[src/rtl/rv32i_pkg.sv]
// Shared RV32I definitions used by the fetch stage and the decoder.
package rv32i_pkg;

    localparam int XLEN        = 32;
    localparam int ILEN        = 32;
    localparam int INSTR_BYTES = 4;

    typedef logic [XLEN-1:0] addr_t;
    typedef logic [ILEN-1:0] instr_t;

    localparam instr_t RV_NOP = 32'h0000_0013;

    function automatic addr_t align_word(input addr_t a);
        return {a[XLEN-1:2], 2'b00};
    endfunction

    // Sequential next-word address; wraps naturally at the top of memory.
    function automatic addr_t pc_step(input addr_t a);
        return a + addr_t'(INSTR_BYTES);
    endfunction

endpackage

[src/rtl/rv32i_fetch_if.sv]
// Fetch-stage bus bundle: instruction memory port, decode handshake and redirect.
interface rv32i_fetch_if;
    import rv32i_pkg::*;

    logic   imem_req_valid;
    logic   imem_req_ready;
    addr_t  imem_addr;
    logic   imem_rsp_valid;
    instr_t imem_rsp_data;
    logic   instr_valid;
    logic   instr_ready;
    instr_t instruction;
    addr_t  pc;
    logic   redirect_valid;
    addr_t  redirect_pc;

    modport master (
        output imem_req_valid, imem_addr, instr_valid, instruction, pc,
        input  imem_req_ready, imem_rsp_valid, imem_rsp_data, instr_ready,
               redirect_valid, redirect_pc
    );

    modport slave (
        input  imem_req_valid, imem_addr, instr_valid, instruction, pc,
        output imem_req_ready, imem_rsp_valid, imem_rsp_data, instr_ready,
               redirect_valid, redirect_pc
    );

endinterface

[src/rtl/rv32i_fetch_chk.sv]
// Invariants of the fetch credit scheme.
module rv32i_fetch_chk #(
    parameter int DEPTH = 2,
    parameter int CW    = 2
) (
    input logic          clk,
    input logic          rst_n,
    input logic [CW-1:0] out_cnt_i,
    input logic [CW-1:0] drop_cnt_i,
    input logic [CW-1:0] buf_cnt_i,
    input logic          push_i,
    input logic          pop_i
);

    credit_bound: assert property (@(posedge clk) disable iff (!rst_n)
        ({1'b0, out_cnt_i} + {1'b0, buf_cnt_i}) <= (CW+1)'(DEPTH));

    drop_bound: assert property (@(posedge clk) disable iff (!rst_n)
        drop_cnt_i <= out_cnt_i);

    no_overflow: assert property (@(posedge clk) disable iff (!rst_n)
        (push_i && !pop_i) |-> (buf_cnt_i < CW'(DEPTH)));

endmodule

[src/rtl/rv32i_fetch_fifo.sv]
// In-order instruction buffer, DEPTH x 32, with flush and occupancy output.
module rv32i_fetch_fifo
    import rv32i_pkg::*;
#(
    parameter int DEPTH = 2
) (
    input  logic                         clk,
    input  logic                         rst_n,
    input  logic                         push_i,
    input  logic                         pop_i,
    input  logic                         flush_i,
    input  instr_t                       data_i,
    output instr_t                       head_o,
    output logic [$clog2(DEPTH+1)-1:0]   count_o
);

    localparam int AW = $clog2(DEPTH);
    localparam int CW = $clog2(DEPTH+1);
    localparam logic [AW-1:0] PTR_ONE = AW'(1'b1);
    localparam logic [CW-1:0] CNT_ONE = CW'(1'b1);
    localparam logic [CW-1:0] CNT_MAX = CW'(DEPTH);

    logic [AW-1:0] wr_ptr_q;
    logic [AW-1:0] rd_ptr_q;
    logic [CW-1:0] count_q;
    instr_t        mem_q [DEPTH];
    logic          push_ok_s;
    logic          pop_ok_s;

    assign pop_ok_s  = pop_i & (count_q != {CW{1'b0}});
    assign push_ok_s = push_i & ((count_q != CNT_MAX) | pop_ok_s);

    // Pointers and occupancy; flush empties the buffer in one cycle.
    always_ff @(posedge clk or negedge rst_n) begin
        if (!rst_n) begin
            wr_ptr_q <= {AW{1'b0}};
            rd_ptr_q <= {AW{1'b0}};
            count_q  <= {CW{1'b0}};
        end else if (flush_i) begin
            wr_ptr_q <= {AW{1'b0}};
            rd_ptr_q <= {AW{1'b0}};
            count_q  <= {CW{1'b0}};
        end else begin
            if (push_ok_s) wr_ptr_q <= wr_ptr_q + PTR_ONE;
            if (pop_ok_s)  rd_ptr_q <= rd_ptr_q + PTR_ONE;
            case ({push_ok_s, pop_ok_s})
                2'b10:   count_q <= count_q + CNT_ONE;
                2'b01:   count_q <= count_q - CNT_ONE;
                default: count_q <= count_q;
            endcase
        end
    end

    // Data storage needs no reset: entries are only visible once written.
    always_ff @(posedge clk) begin
        if (push_ok_s && !flush_i) mem_q[wr_ptr_q] <= data_i;
    end

    assign head_o  = (count_q == {CW{1'b0}}) ? RV_NOP : mem_q[rd_ptr_q];
    assign count_o = count_q;

endmodule

[src/rtl/rv32i_fetch.sv]
// RV32I fetch stage: credit-limited sequential fetch, in-order buffer, redirect flush.
module rv32i_fetch
    import rv32i_pkg::*;
#(
    parameter addr_t RESET_PC = 32'h0000_0000,
    parameter int    DEPTH    = 2
) (
    input logic          clk,
    input logic          rst_n,
    rv32i_fetch_if.master bus
);

    localparam int CW = $clog2(DEPTH+1);
    localparam logic [CW-1:0] CNT_ONE = CW'(1'b1);

    addr_t         fetch_pc_q, fetch_pc_d;
    addr_t         head_pc_q, head_pc_d;
    logic [CW-1:0] out_cnt_q, out_cnt_d;
    logic [CW-1:0] drop_cnt_q, drop_cnt_d;
    logic [CW-1:0] buf_cnt_s;
    logic [CW:0]   credit_s;
    logic          req_valid_s, req_fire_s, rsp_take_s;
    logic          instr_valid_s, push_s, pop_s;
    instr_t        head_s;

    // Dropped requests stay in out_cnt, so the credit also covers them.
    assign credit_s      = {1'b0, out_cnt_q} + {1'b0, buf_cnt_s};
    assign req_valid_s   = rst_n & ~bus.redirect_valid & (credit_s < (CW+1)'(DEPTH));
    assign req_fire_s    = req_valid_s & bus.imem_req_ready;
    assign rsp_take_s    = bus.imem_rsp_valid & (out_cnt_q != {CW{1'b0}});
    assign instr_valid_s = (buf_cnt_s != {CW{1'b0}}) & ~bus.redirect_valid;
    assign pop_s         = instr_valid_s & bus.instr_ready;
    assign push_s        = rsp_take_s & (drop_cnt_q == {CW{1'b0}}) & ~bus.redirect_valid;

    rv32i_fetch_fifo #(.DEPTH(DEPTH)) u_fifo (
        .clk     (clk),
        .rst_n   (rst_n),
        .push_i  (push_s),
        .pop_i   (pop_s),
        .flush_i (bus.redirect_valid),
        .data_i  (bus.imem_rsp_data),
        .head_o  (head_s),
        .count_o (buf_cnt_s)
    );

    // Next-state for PCs and request counters; redirect overrides everything.
    always_comb begin
        fetch_pc_d = fetch_pc_q;
        head_pc_d  = head_pc_q;
        out_cnt_d  = out_cnt_q;
        drop_cnt_d = drop_cnt_q;
        if (bus.redirect_valid) begin
            fetch_pc_d = align_word(bus.redirect_pc);
            head_pc_d  = align_word(bus.redirect_pc);
            out_cnt_d  = out_cnt_q - CW'(rsp_take_s);
            drop_cnt_d = out_cnt_q - CW'(rsp_take_s);
        end else begin
            if (req_fire_s) begin
                fetch_pc_d = pc_step(fetch_pc_q);
            end else begin
                fetch_pc_d = fetch_pc_q;
            end
            if (pop_s) begin
                head_pc_d = pc_step(head_pc_q);
            end else begin
                head_pc_d = head_pc_q;
            end
            out_cnt_d = out_cnt_q + CW'(req_fire_s) - CW'(rsp_take_s);
            if (rsp_take_s && (drop_cnt_q != {CW{1'b0}})) begin
                drop_cnt_d = drop_cnt_q - CNT_ONE;
            end else begin
                drop_cnt_d = drop_cnt_q;
            end
        end
    end

    // State registers.
    always_ff @(posedge clk or negedge rst_n) begin
        if (!rst_n) begin
            fetch_pc_q <= RESET_PC;
            head_pc_q  <= RESET_PC;
            out_cnt_q  <= {CW{1'b0}};
            drop_cnt_q <= {CW{1'b0}};
        end else begin
            fetch_pc_q <= fetch_pc_d;
            head_pc_q  <= head_pc_d;
            out_cnt_q  <= out_cnt_d;
            drop_cnt_q <= drop_cnt_d;
        end
    end

    assign bus.imem_req_valid = req_valid_s;
    assign bus.imem_addr      = fetch_pc_q;
    assign bus.instr_valid    = instr_valid_s;
    assign bus.instruction    = head_s;
    assign bus.pc             = head_pc_q;

    rv32i_fetch_chk #(.DEPTH(DEPTH), .CW(CW)) u_chk (
        .clk        (clk),
        .rst_n      (rst_n),
        .out_cnt_i  (out_cnt_q),
        .drop_cnt_i (drop_cnt_q),
        .buf_cnt_i  (buf_cnt_s),
        .push_i     (push_s),
        .pop_i      (pop_s)
    );

endmodule

[src/flat_wrapper.sv]
// flat-port wrapper written by rule: the top's interface ports become plain ports
module rv32i_fetch_flat import rv32i_pkg::*;
#(
    parameter addr_t RESET_PC = 32'h0000_0000,
    parameter int    DEPTH    = 2
)
  (clk, rst_n, bus_imem_req_valid, bus_imem_addr, bus_instr_valid, bus_instruction, bus_pc, bus_imem_req_ready, bus_imem_rsp_valid, bus_imem_rsp_data, bus_instr_ready, bus_redirect_valid, bus_redirect_pc);
  rv32i_fetch_if bus_i ();
  input logic clk;
  input logic rst_n;
  output wire logic [$bits(bus_i.imem_req_valid)-1:0] bus_imem_req_valid;
  output wire logic [$bits(bus_i.imem_addr)-1:0] bus_imem_addr;
  output wire logic [$bits(bus_i.instr_valid)-1:0] bus_instr_valid;
  output wire logic [$bits(bus_i.instruction)-1:0] bus_instruction;
  output wire logic [$bits(bus_i.pc)-1:0] bus_pc;
  input wire logic [$bits(bus_i.imem_req_ready)-1:0] bus_imem_req_ready;
  input wire logic [$bits(bus_i.imem_rsp_valid)-1:0] bus_imem_rsp_valid;
  input wire logic [$bits(bus_i.imem_rsp_data)-1:0] bus_imem_rsp_data;
  input wire logic [$bits(bus_i.instr_ready)-1:0] bus_instr_ready;
  input wire logic [$bits(bus_i.redirect_valid)-1:0] bus_redirect_valid;
  input wire logic [$bits(bus_i.redirect_pc)-1:0] bus_redirect_pc;
  assign bus_imem_req_valid = bus_i.imem_req_valid;
  assign bus_imem_addr = bus_i.imem_addr;
  assign bus_instr_valid = bus_i.instr_valid;
  assign bus_instruction = bus_i.instruction;
  assign bus_pc = bus_i.pc;
  assign bus_i.imem_req_ready = bus_imem_req_ready;
  assign bus_i.imem_rsp_valid = bus_imem_rsp_valid;
  assign bus_i.imem_rsp_data = bus_imem_rsp_data;
  assign bus_i.instr_ready = bus_instr_ready;
  assign bus_i.redirect_valid = bus_redirect_valid;
  assign bus_i.redirect_pc = bus_redirect_pc;
  rv32i_fetch #(.RESET_PC(RESET_PC), .DEPTH(DEPTH)) u_core (.clk(clk), .rst_n(rst_n), .bus(bus_i));
endmodule
[config.mk]
export PLATFORM = sky130hd
export DESIGN_NAME = rv32i_fetch_flat
export DESIGN_NICKNAME = d
export VERILOG_FILES = /design/src/rtl/rv32i_pkg.sv /design/src/rtl/rv32i_fetch_if.sv /design/src/rtl/rv32i_fetch_chk.sv /design/src/rtl/rv32i_fetch_fifo.sv /design/src/rtl/rv32i_fetch.sv /design/src/flat_wrapper.sv
export SDC_FILE = /design/constraint.sdc
export NUM_CORES = 1
export LEC_CHECK = 0
export CAP_MARGIN = 5
export CORE_ASPECT_RATIO = 0.9
export CORE_MARGIN = 5
export CORE_UTILIZATION = 50
export DETAILED_ROUTE_END_ITERATION = 10
export PLACE_DENSITY = 0.8
export SKIP_LAST_GASP = 1
export SLEW_MARGIN = 15
export SYNTH_ARGS = -nofsm -noshare
export SYNTH_HDL_FRONTEND = slang
export SYNTH_HIERARCHICAL = 1
export SYNTH_SLANG_ARGS = --single-unit
[constraint.sdc]
create_clock -name clk -period 10.1 [get_ports clk]
set_clock_uncertainty 0.2 [all_clocks]
set_input_delay 2.02 -clock clk [delete_from_list [all_inputs] [get_ports clk]]
set_output_delay 2.02 -clock clk [all_outputs]
set_load 0.01 [all_outputs]
After elaboration in Yosys (flattened, before gate mapping)
Memories as Yosys holds them, arrays and structs flattened.
Cells that the tools add are included.
{ "word_totals": {"memories": 1, "out_inout_bits": 98, "register_bits": 72, "wordCells": 65, "ramBits": 64} }
{ "memory_table": {"columns": ["memory", "words", "width", "rd", "rd_clocked_by_memory_dff", "write_ports", "line", "source"], "rows": [
  ["u_core.u_fifo.mem_q", 2, 32, 1, 0, 1, "rv32i_fetch_fifo.sv:26", "instr_t mem_q [DEPTH];"]
]} }
{ "op_classes": {"bitwise_logic": 12, "n_addsub": 11, "n_mux": 16, "n_lt_le_gt_ge": 1, "n_reduce_logical": 14, "n_eq_ne": 3} }
{ "ops": {"columns": ["cell", "count"], "rows": [
  ["$mux W32", 5],
  ["$add A32 B3 Y32 const B", 2],
  ["$reduce_bool A2 Y1", 8],
  ["$and A1 B1 Y1", 10],
  ["$mux W2", 4],
  ["$mux W1", 6],
  ["$logic_not A2 Y1", 2],
  ["$pmux W2 S2", 1],
  ["$sub A2 B1 Y2", 2],
  ["$sub A2 B1 Y2 const B", 2],
  ["$add A2 B2 Y3", 1],
  ["$lt A3 B2 Y1 const B", 1],
  ["$reduce_bool A3 Y1", 1],
  ["$add A1 B1 Y1 const B", 2],
  ["$add A2 B1 Y2", 1],
  ["$add A2 B1 Y2 const B", 1],
  ["$eq A2 B1 Y1 const B", 1],
  ["$eq A2 B2 Y1 const B", 1],
  ["$logic_and A1 B1 Y1", 2],
  ["$ne A2 B2 Y1 const B", 1],
  ["$logic_not A1 Y1", 1],
  ["$not A1 Y1", 1],
  ["$or A1 B1 Y1", 1]
]} }

Longest topological paths before layout
Gate-level depths: netlist (run 1).
{ "depth": {"word_depth": 9, "mapped_depth": 13} }

Modules after synthesis
The synthesis (run 1) kept the hierarchy.
{ "by_module_without_submodules": {"columns": ["mod", "cells_each", "area_each_um2", "n_inst"], "rows": [
  ["rv32i_fetch", 403, 3726.1, 1],
  ["rv32i_fetch_fifo", 162, 2690.1, 1]
]} }

Worst setup path after synthesis (run 1)
No wires, ideal clock.
{ "synth_path": {"path_type": "input-to-reg", "start": "input bus_redirect_valid", "end": "memory u_core/u_fifo/mem_q[1][0] (netlist bit), enable pin", "arrival_time_ns": 5.387, "slack_ns": 4.045, "setup_time_ns": 0.468, "path_stages": 6, "required_time_ns": 9.432, "cell_sequence": "clkbuf_1 buf_1 nor2_1 nand2b_2 o21ai_2 nor3b_1"} }
{ "synth_between": {"elab_chain_len": 9, "elab_cells_between_ends": 11, "classes_between": "2 x mux; 7 x bitwise; 2 x reduce/logical"} }
{ "synth_lines": {"columns": ["element", "line", "source"], "rows": [
  ["from (decl)", "flat_wrapper.sv:20", "input wire logic [$bits(bus_i.redirect_valid)-1:0] bus_redirect_valid;"],
  ["$not A1 Y1", "rv32i_fetch.sv:31", "assign instr_valid_s = (buf_cnt_s != {CW{1'b0}}) & ~bus.redirect_valid;"],
  ["$and A1 B1 Y1", "rv32i_fetch.sv:31", null],
  ["$and A1 B1 Y1", "rv32i_fetch.sv:32", "assign pop_s = instr_valid_s & bus.instr_ready;"],
  ["named net u_core.pop_s", "rv32i_fetch.sv:23", "logic instr_valid_s, push_s, pop_s;"],
  ["$and A1 B1 Y1", "rv32i_fetch_fifo.sv:30", "assign pop_ok_s = pop_i & (count_q != {CW{1'b0}});"],
  ["$or A1 B1 Y1", "rv32i_fetch_fifo.sv:31", "assign push_ok_s = push_i & ((count_q != CNT_MAX) | pop_ok_s);"],
  ["$and A1 B1 Y1", "rv32i_fetch_fifo.sv:31", null],
  ["$logic_and A1 B1 Y1", "rv32i_fetch_fifo.sv:56", "if (push_ok_s && !flush_i) mem_q[wr_ptr_q] <= data_i;"],
  ["$mux W1", "rv32i_fetch_fifo.sv:56", null],
  ["$mux W1 (implied by the code)", "rv32i_fetch_fifo.sv:56", null],
  ["to (decl)", "rv32i_fetch_fifo.sv:26", null]
]} }
The timed path passes the listed nets, and every way through them passes these cells.

Final worst setup path (run 1)
{ "layout_path": {"start": "input rst_n", "end": "output bus_imem_req_valid"} }
{ "layout_between": {"elab_chain_len": 2} }
{ "layout_lines": {"columns": ["element", "line", "source"], "rows": [
  ["from (decl)", "flat_wrapper.sv:10", "input logic rst_n;"],
  ["$and A1 B1 Y1 (2 in a row)", "rv32i_fetch.sv:28", "assign req_valid_s = rst_n & ~bus.redirect_valid & (credit_s < (CW+1)'(DEPTH));"],
  ["to (decl)", "flat_wrapper.sv:11", "output wire logic [$bits(bus_i.imem_req_valid)-1:0] bus_imem_req_valid;"]
]} }
No other way between the ends.

==> flow_metrics.py, run 1 <==
metrics = {
    "logic_synthesis": {
        "syn_avg_cell_area_um2": 11.4,
        "synth_area_mm2": 0.00642,
        "synth.ff_latch_count": 132,
        "synthFlopType": "dfrtp_1",
        "synthTopCellsByArea": "edfxtp_1 (30%), dfrtp_1 (27%), mux2i_1 (5.1%)",
        "yosys_warnings": 6,
        "yosysTopAreaCellShare_pct": 30.0,
        "yosys.area.top_type": "edfxtp_1",
        "ys_seq_area_share_pct": 56.5,
        "yosysMostFrequentCell": "dfrtp_1",
        "synth-edff-count": 64,
        "ys_async_sr_fraction_pct": 51.5,
        "syn_inst": 565,
        "yosysUniqueCellTypes": 64,
        "yosys-top-cells-count": "dfrtp_1 (68), edfxtp_1 (64), nor2_1 (57)",
    },
    "timing": {
        "slew_violations": 0,
        "setup_violations": 0,
        "slew-limit-headroom_pct": 34.9,
        "tightest_slew_ns": 0.976,
        "setup-tns-final_ns": 0,
        "rsz0062_at_grt": "false",
        "period_share_pct": 60.8,
        "fin_ws_ns": 3.96,
        "hold_violations": 0,
        "worst_hold_slack_ns": 0.361,
        "max_freq_mhz": 163,
        "post-route-min-period_ns": 6.14,
    },
    "global_routing": {
        "grt_pass1_wl_mm": 28.3,
        "gr-total-overflow": 0,
        "antenna_found_initial": 0,
        "grt_pass1_vias": 5352,
        "grt.total_usage_pct": 23.7,
        "grt_max_degree": 75,
    },
    "setup_path": {
        "critPathMaxFanout": 69,
        "startpoint_type": "input port",
        "crit_required_ns": 7.88,
        "cp_data_arrival_time_ns": 3.92,
        "critPathCaptureType": "primary output",
        "critical_path_class": "input port to primary output",
        "critPathMaxStageDelay_ns": 0.66,
        "rrSetupSlack_ns": 5.98,
        "reg2regPathDepth": 11,
        "worst_path_max_delay_cell": "buf_4",
        "r2r-start": "u_core/u_fifo/count_o[0]",
        "r2r_end": "u_core/out_cnt_q[1]",
        "cp_cell_sequence": "buf_2 > buf_4 > nor4b_4 > clkdlybuf4s50_1",
    },
    "hold_path": {
        "worstHoldEndpoint": "u_core/bus.imem_addr[24]",
        "worstHoldStart": "u_core/bus.imem_addr[24]",
        "whs_path_depth": 1,
        "hp-class": "flop to flop",
    },
    "clock_network": {
        "clock-root-buffer": "clkbuf_16",
        "cts.htree.levels": 4,
        "numClockSinks": 132,
        "cts_tree": "done",
        "clock_path_buffers": 2,
        "cts_setup_buffers": 0,
        "clock_latency_ns": 0.42,
        "cts_made_buffers": 17,
        "hold_buffers": 0,
        "path_clk_slew_ns": 0.05,
        "cts_resized": 0,
    },
    "routing": {
        "drt-total-wl_mm": 17.7,
        "drtAntennaViolNets": 0,
        "initialDrtViolationCount": 529,
        "routedWlPerCell_um": 19.6,
        "drc": 0,
        "drt_pass1_iterations": 5,
        "viasPerCell": 5.77,
        "vias": 5207,
    },
    "layout": {
        "drive_gt1_share_pct": 7.45,
        "antenna_cells": 0,
        "final_cells": 902,
        "finalNetCount": 802,
        "area_growth_pct": 36.0,
    },
    "placement": {
        "dpl_worst_slack_ns": 3.95,
        "place_hpwl_mm": 11.9,
        "place_congestion": 0.867,
        "io_buffers": 161,
        "dp.cells": 870,
    },
    "outcome": {
        "outcome": "finished, final reports clean",
    },
    "pwr": {
        "ir_drop_mv": 0.116,
        "p_leak_nw": 3.20,
        "power_density_mw_per_mm2": 178,
    },
    "die": {
        "core.rowCount": 39,
        "fp.dieW_um": 129,
        "ios": 168,
        "fp.dieH_um": 117,
        "dieArea_mm2": 0.0152,
        "start_util_pct": 50.8,
        "core-area_mm2": 0.0126,
    },
    "run": {
        "maxCapViolations": 0,
    },
}
[layout by cell type (no fill, tap or decap), drive strengths merged, types with 4 or more instances in the layout]
master	instances
nor2	58
ha	6
buf	6
clkdlybuf4s50	159
and3	11
clkinv	4
a31oi	5
o311ai	13
inv	16
nor4	8
xnor2	10
o21ai	46
and2	5
xor2	25
nand4	19
mux2i	33
edfxtp	64
nand3	33
a21boi	4
conb	4
clkbuf	23
nand2	52
bufinv	4
a21oi	10
dfrtp	68
o211ai	15
nor3	4
[metal layers]
metal  share of wire, %  global-route usage [%]
met1                 40                    31.7
met2                 49                    37.5
met3                8.1                    5.94
met4                2.5                    8.66
met5                  0                       0
[flip-flops by register name (all words and copies together), names as in the netlist]
signal                  cells
u_core/bus.pc              30
u_core/drop_cnt_q           2
u_core/u_fifo/count_o       2
u_core/out_cnt_q            2
u_core/u_fifo/mem_q        64
u_core/u_fifo/rd_ptr_q      1
u_core/u_fifo/wr_ptr_q      1
u_core/bus.imem_addr       30
[worst max path at each step]
stage	slack, ns	from	end	cells after the start
detailed placement	3.95	rst_n	bus_imem_req_valid	4
finish	3.96	rst_n	bus_imem_req_valid	4
global route	3.75	rst_n	bus_imem_req_valid	4
CTS	3.93	rst_n	bus_imem_req_valid	4
floorplan	4.04	bus_redirect_valid	u_core/u_fifo/mem_q[1][0]	6
global placement	3.93	rst_n	bus_imem_req_valid	4
[worst max-delay path: cells and delay by family]
family	cells	cell delay (ns)
buffers and inverters	3	1.36
AND/OR/NAND/NOR	1	0.48
[logic make-up (layout without fill, tap and decap cells)]
kind of cell	count (synthesis)	after routing	synth area share, %
flops	132	132	56.5
fa+ha+maj	7	7	1.48
other cells	1	4	0.0584
mux	36	36	5.73
compound gates	102	102	10.2
xor+xnor	35	35	4.78
buf+inv	44	214	3.45
simple gates	208	208	17.9
[where the power goes]
| group | switching (mW) | leakage, nW | internal [mW] |
|---|---|---|---|
| combinational | 0.128 | 1.52 | 0.135 |
| sequential | 0.0532 | 1.40 | 0.605 |
| clock | 0.224 | 0.286 | 0.413 |
[layout make-up]
cell class	count	area, µm²
Clock buffer	23	448
Clock inverter	9	158
Fill cell	906	3910
Inverter	17	63.8
Multi-Input combinational cell	392	2600
Sequential cell	132	3620
Tap cell	164	205
Timing Repair Buffer	165	1630
[through the flow]
step | utilization, % | power, mW | instance area (µm²)
2_1_floorplan | - | 0.784 | 6430
3_3_place_gp | 64.2 | 0.910 | 8120
3_5_place_dp | 64.2 | 0.921 | 8120
4_1_cts | 69.0 | 1.57 | 8720
5_1_grt | 69.1 | 1.62 | 8730
6_report | 69.1 | 1.56 | 8730
No activity file was read; power rests on OpenSTA's default activity.
==> run 2, diff against run 1 <==
CORE_UTILIZATION = 44   (was 50)
PLACE_DENSITY = 0.74   (was 0.8)
clock period = 4.95 ns   (was 10.1 ns; I/O delays follow)
==> run 2 against run 1 <==
Net effect:
- clock-buffer cell count decreased by 6
- sequential power grew 100%
- sequential cell count did not move
- combinational power up 100%
- via count shrank 2.0%
- core utilization shrank 7.2 points
- critical endpoint unchanged
==> flow_metrics.py, run 2 (synthesized netlist as in run 1, its figures left out) <==
metrics = {
    "layout": {
        "final_cells": 934,
        "area_growth_pct": 36.4,
        "finalNetCount": 806,
        "regMostFlops": "u_core/u_fifo/mem_q",
        "mostFrequentLayoutCells": "clkdlybuf4s50_1 (159), dfrtp_1 (67), edfxtp_1 (64)",
        "fin_util_pct": 61.8,
        "fillers": 1145,
        "drive_gt1_share_pct": 8.64,
        "largest_reg_flops": 64,
        "final_common_cell": "clkdlybuf4s50_1",
        "antenna_cells": 0,
    },
    "setup_path": {
        "cp_data_arrival_time_ns": 2.59,
        "critPathBufInv": 1,
        "worstSetupPathDepth": 4,
        "critical_path_class": "flop to primary output",
        "critPathMaxStageDelay_ns": 0.64,
        "worst_path_max_delay_cell": "clkdlybuf4s50_1",
        "cp_cell_sequence": "and2_1 > fa_1 > nor4b_4 > clkdlybuf4s50_1",
        "reg2regPathDepth": 11,
        "startpoint_type": "flop",
        "crit_required_ns": 3.76,
        "critPathCaptureType": "primary output",
        "critPathMaxFanout": 5,
        "cpLargestDelayFamily": "simple AND/OR/NAND/NOR gates",
    },
    "timing": {
        "rsz0062_at_grt": "false",
        "slew-limit-headroom_pct": 34.2,
        "worst_hold_slack_ns": 0.343,
        "setup-tns-final_ns": 0,
        "hold_violations": 0,
        "tightest_slew_ns": 0.987,
        "period_share_pct": 76.3,
        "setup_violations": 0,
        "post-route-min-period_ns": 3.78,
        "max_freq_mhz": 265,
        "slew_violations": 0,
    },
    "clock_network": {
        "numClockSinks": 132,
        "cts_resized": 0,
        "hold_buffers": 0,
        "clock_latency_ns": 0.41,
        "cts_setup_buffers": 0,
        "cts_made_buffers": 17,
        "clock-root-buffer": "clkbuf_16",
        "cts_tree": "done",
        "cts.htree.levels": 4,
        "path_clk_slew_ns": 0.06,
        "clock_path_buffers": 2,
    },
    "pwr": {
        "switchingPower_uw": 847,
        "power_density_mw_per_mm2": 349,
        "ir_drop_mv": 0.282,
        "pwr-share-seq_pct": 43.7,
        "p_int_mw": 2.20,
        "p_total_mw": 3.05,
        "p_comb_share_pct": 17.6,
        "clockPowerShare_pct": 38.7,
        "p_leak_nw": 3.22,
        "p_sw_share_pct": 27.8,
    },
    "placement": {
        "io_buffers": 161,
        "place_hpwl_mm": 12.1,
        "dp.cells": 903,
        "place_congestion": 0.846,
    },
    "global_routing": {
        "grt_pass1_vias": 5069,
        "grt_pass1_wl_mm": 26.8,
        "gr-total-overflow": 0,
        "grt.total_usage_pct": 20.2,
        "grt_max_degree": 69,
        "antenna_found_initial": 0,
    },
    "die": {
        "core.rowCount": 41,
        "start_util_pct": 45.3,
        "core-area_mm2": 0.0142,
        "fp.dieW_um": 137,
        "ios": 168,
        "fp.dieH_um": 125,
        "dieArea_mm2": 0.0171,
    },
    "routing": {
        "initialDrtViolationCount": 419,
        "routedWlPerCell_um": 18.2,
        "vias": 5104,
        "drtAntennaViolNets": 0,
        "drt-total-wl_mm": 17.0,
        "drt_pass1_iterations": 6,
        "drc": 0,
        "viasPerCell": 5.46,
    },
    "outcome": {
        "outcome": "finished, final reports clean",
    },
    "hold_path": {
        "whs_path_depth": 1,
        "hp-class": "flop to flop",
    },
    "run": {
        "maxCapViolations": 0,
    },
}
==> run 2: layout make-up <==
type | instances | area, µm² | share of cell area [%]
inverters | 17 | 63.8 | 0.729
well taps | 193 | 241 | 2.76
clock inverters | 14 | 131 | 1.50
multi-input cells | 392 | 2600 | 29.7
flip-flops and latches | 132 | 3620 | 41.4
clock buffers | 17 | 425 | 4.86
repair buffers | 169 | 1660 | 19.0
==> run 2: per-stage QoR <==
stage / worst slack (ns) / cell area (µm²)
after CTS: 1.02 / 8750
after global placement: 1.18 / 8190
after detailed placement: 1.11 / 8190
after global routing: 1.05 / 8750
final: 1.17 / 8750
after floorplan: 0.126 / 6430
==> run 2: final timing paths <==
| check | start | to | slack [ns] |
|---|---|---|---|
| worst min-delay path | u_core/bus.imem_addr[24] | u_core/bus.imem_addr[24] | 0.34 |
| worst min register to register | u_core/bus.imem_addr[24] | u_core/bus.imem_addr[24] | 0.34 |
| worst max-delay path | u_core/out_cnt_q[0] | bus_imem_req_valid | 1.17 |
| min in group asynchronous | rst_n | u_core/out_cnt_q[1] | 0.62 |
| max in group asynchronous | rst_n | u_core/u_fifo/rd_ptr_q | 3.33 |
| worst max register to register | u_core/out_cnt_q[0] | u_core/out_cnt_q[1] | 1.27 |
==> run 2: power by group through the flow <==
| stage | Sequential (mW) | Clock [mW] | Combinational [mW] |
|---|---|---|---|
| after floorplan | 1.35 | 0 | 0.247 |
| after global placement | 1.35 | 0 | 0.515 |
| after detailed placement | 1.35 | 0 | 0.536 |
| after CTS | 1.33 | 1.20 | 0.539 |
| after global routing | 1.35 | 1.25 | 0.590 |
| final | 1.33 | 1.18 | 0.536 |
==> run 2: worst reg2reg max path, cell delays in order, from the launching register on <==
cell and delay, ns:
dfrtp_1 0.41, and2_1 0.18, fa_1 0.48, nor4b_4 0.46, and2_1 0.52, inv_2 0.29, ha_1 0.35, inv_1 0.04
ha_1 0.18, xnor2_1 0.12, o21ai_0 0.22, xor2_1 0.16
==> run 2: per-layer routing <==
| metal | share of wire [%] | GRT usage, % | vias to the layer above |
|---|---|---|---|
| met1 | 44 | 27.9 | 2468 |
| met5 | 0 | 0 | - |
| li1 | - | - | 2404 |
| met4 | 1.6 | 6.69 | 0 |
| met3 | 7.1 | 5.17 | 24 |
| met2 | 48 | 30.8 | 208 |
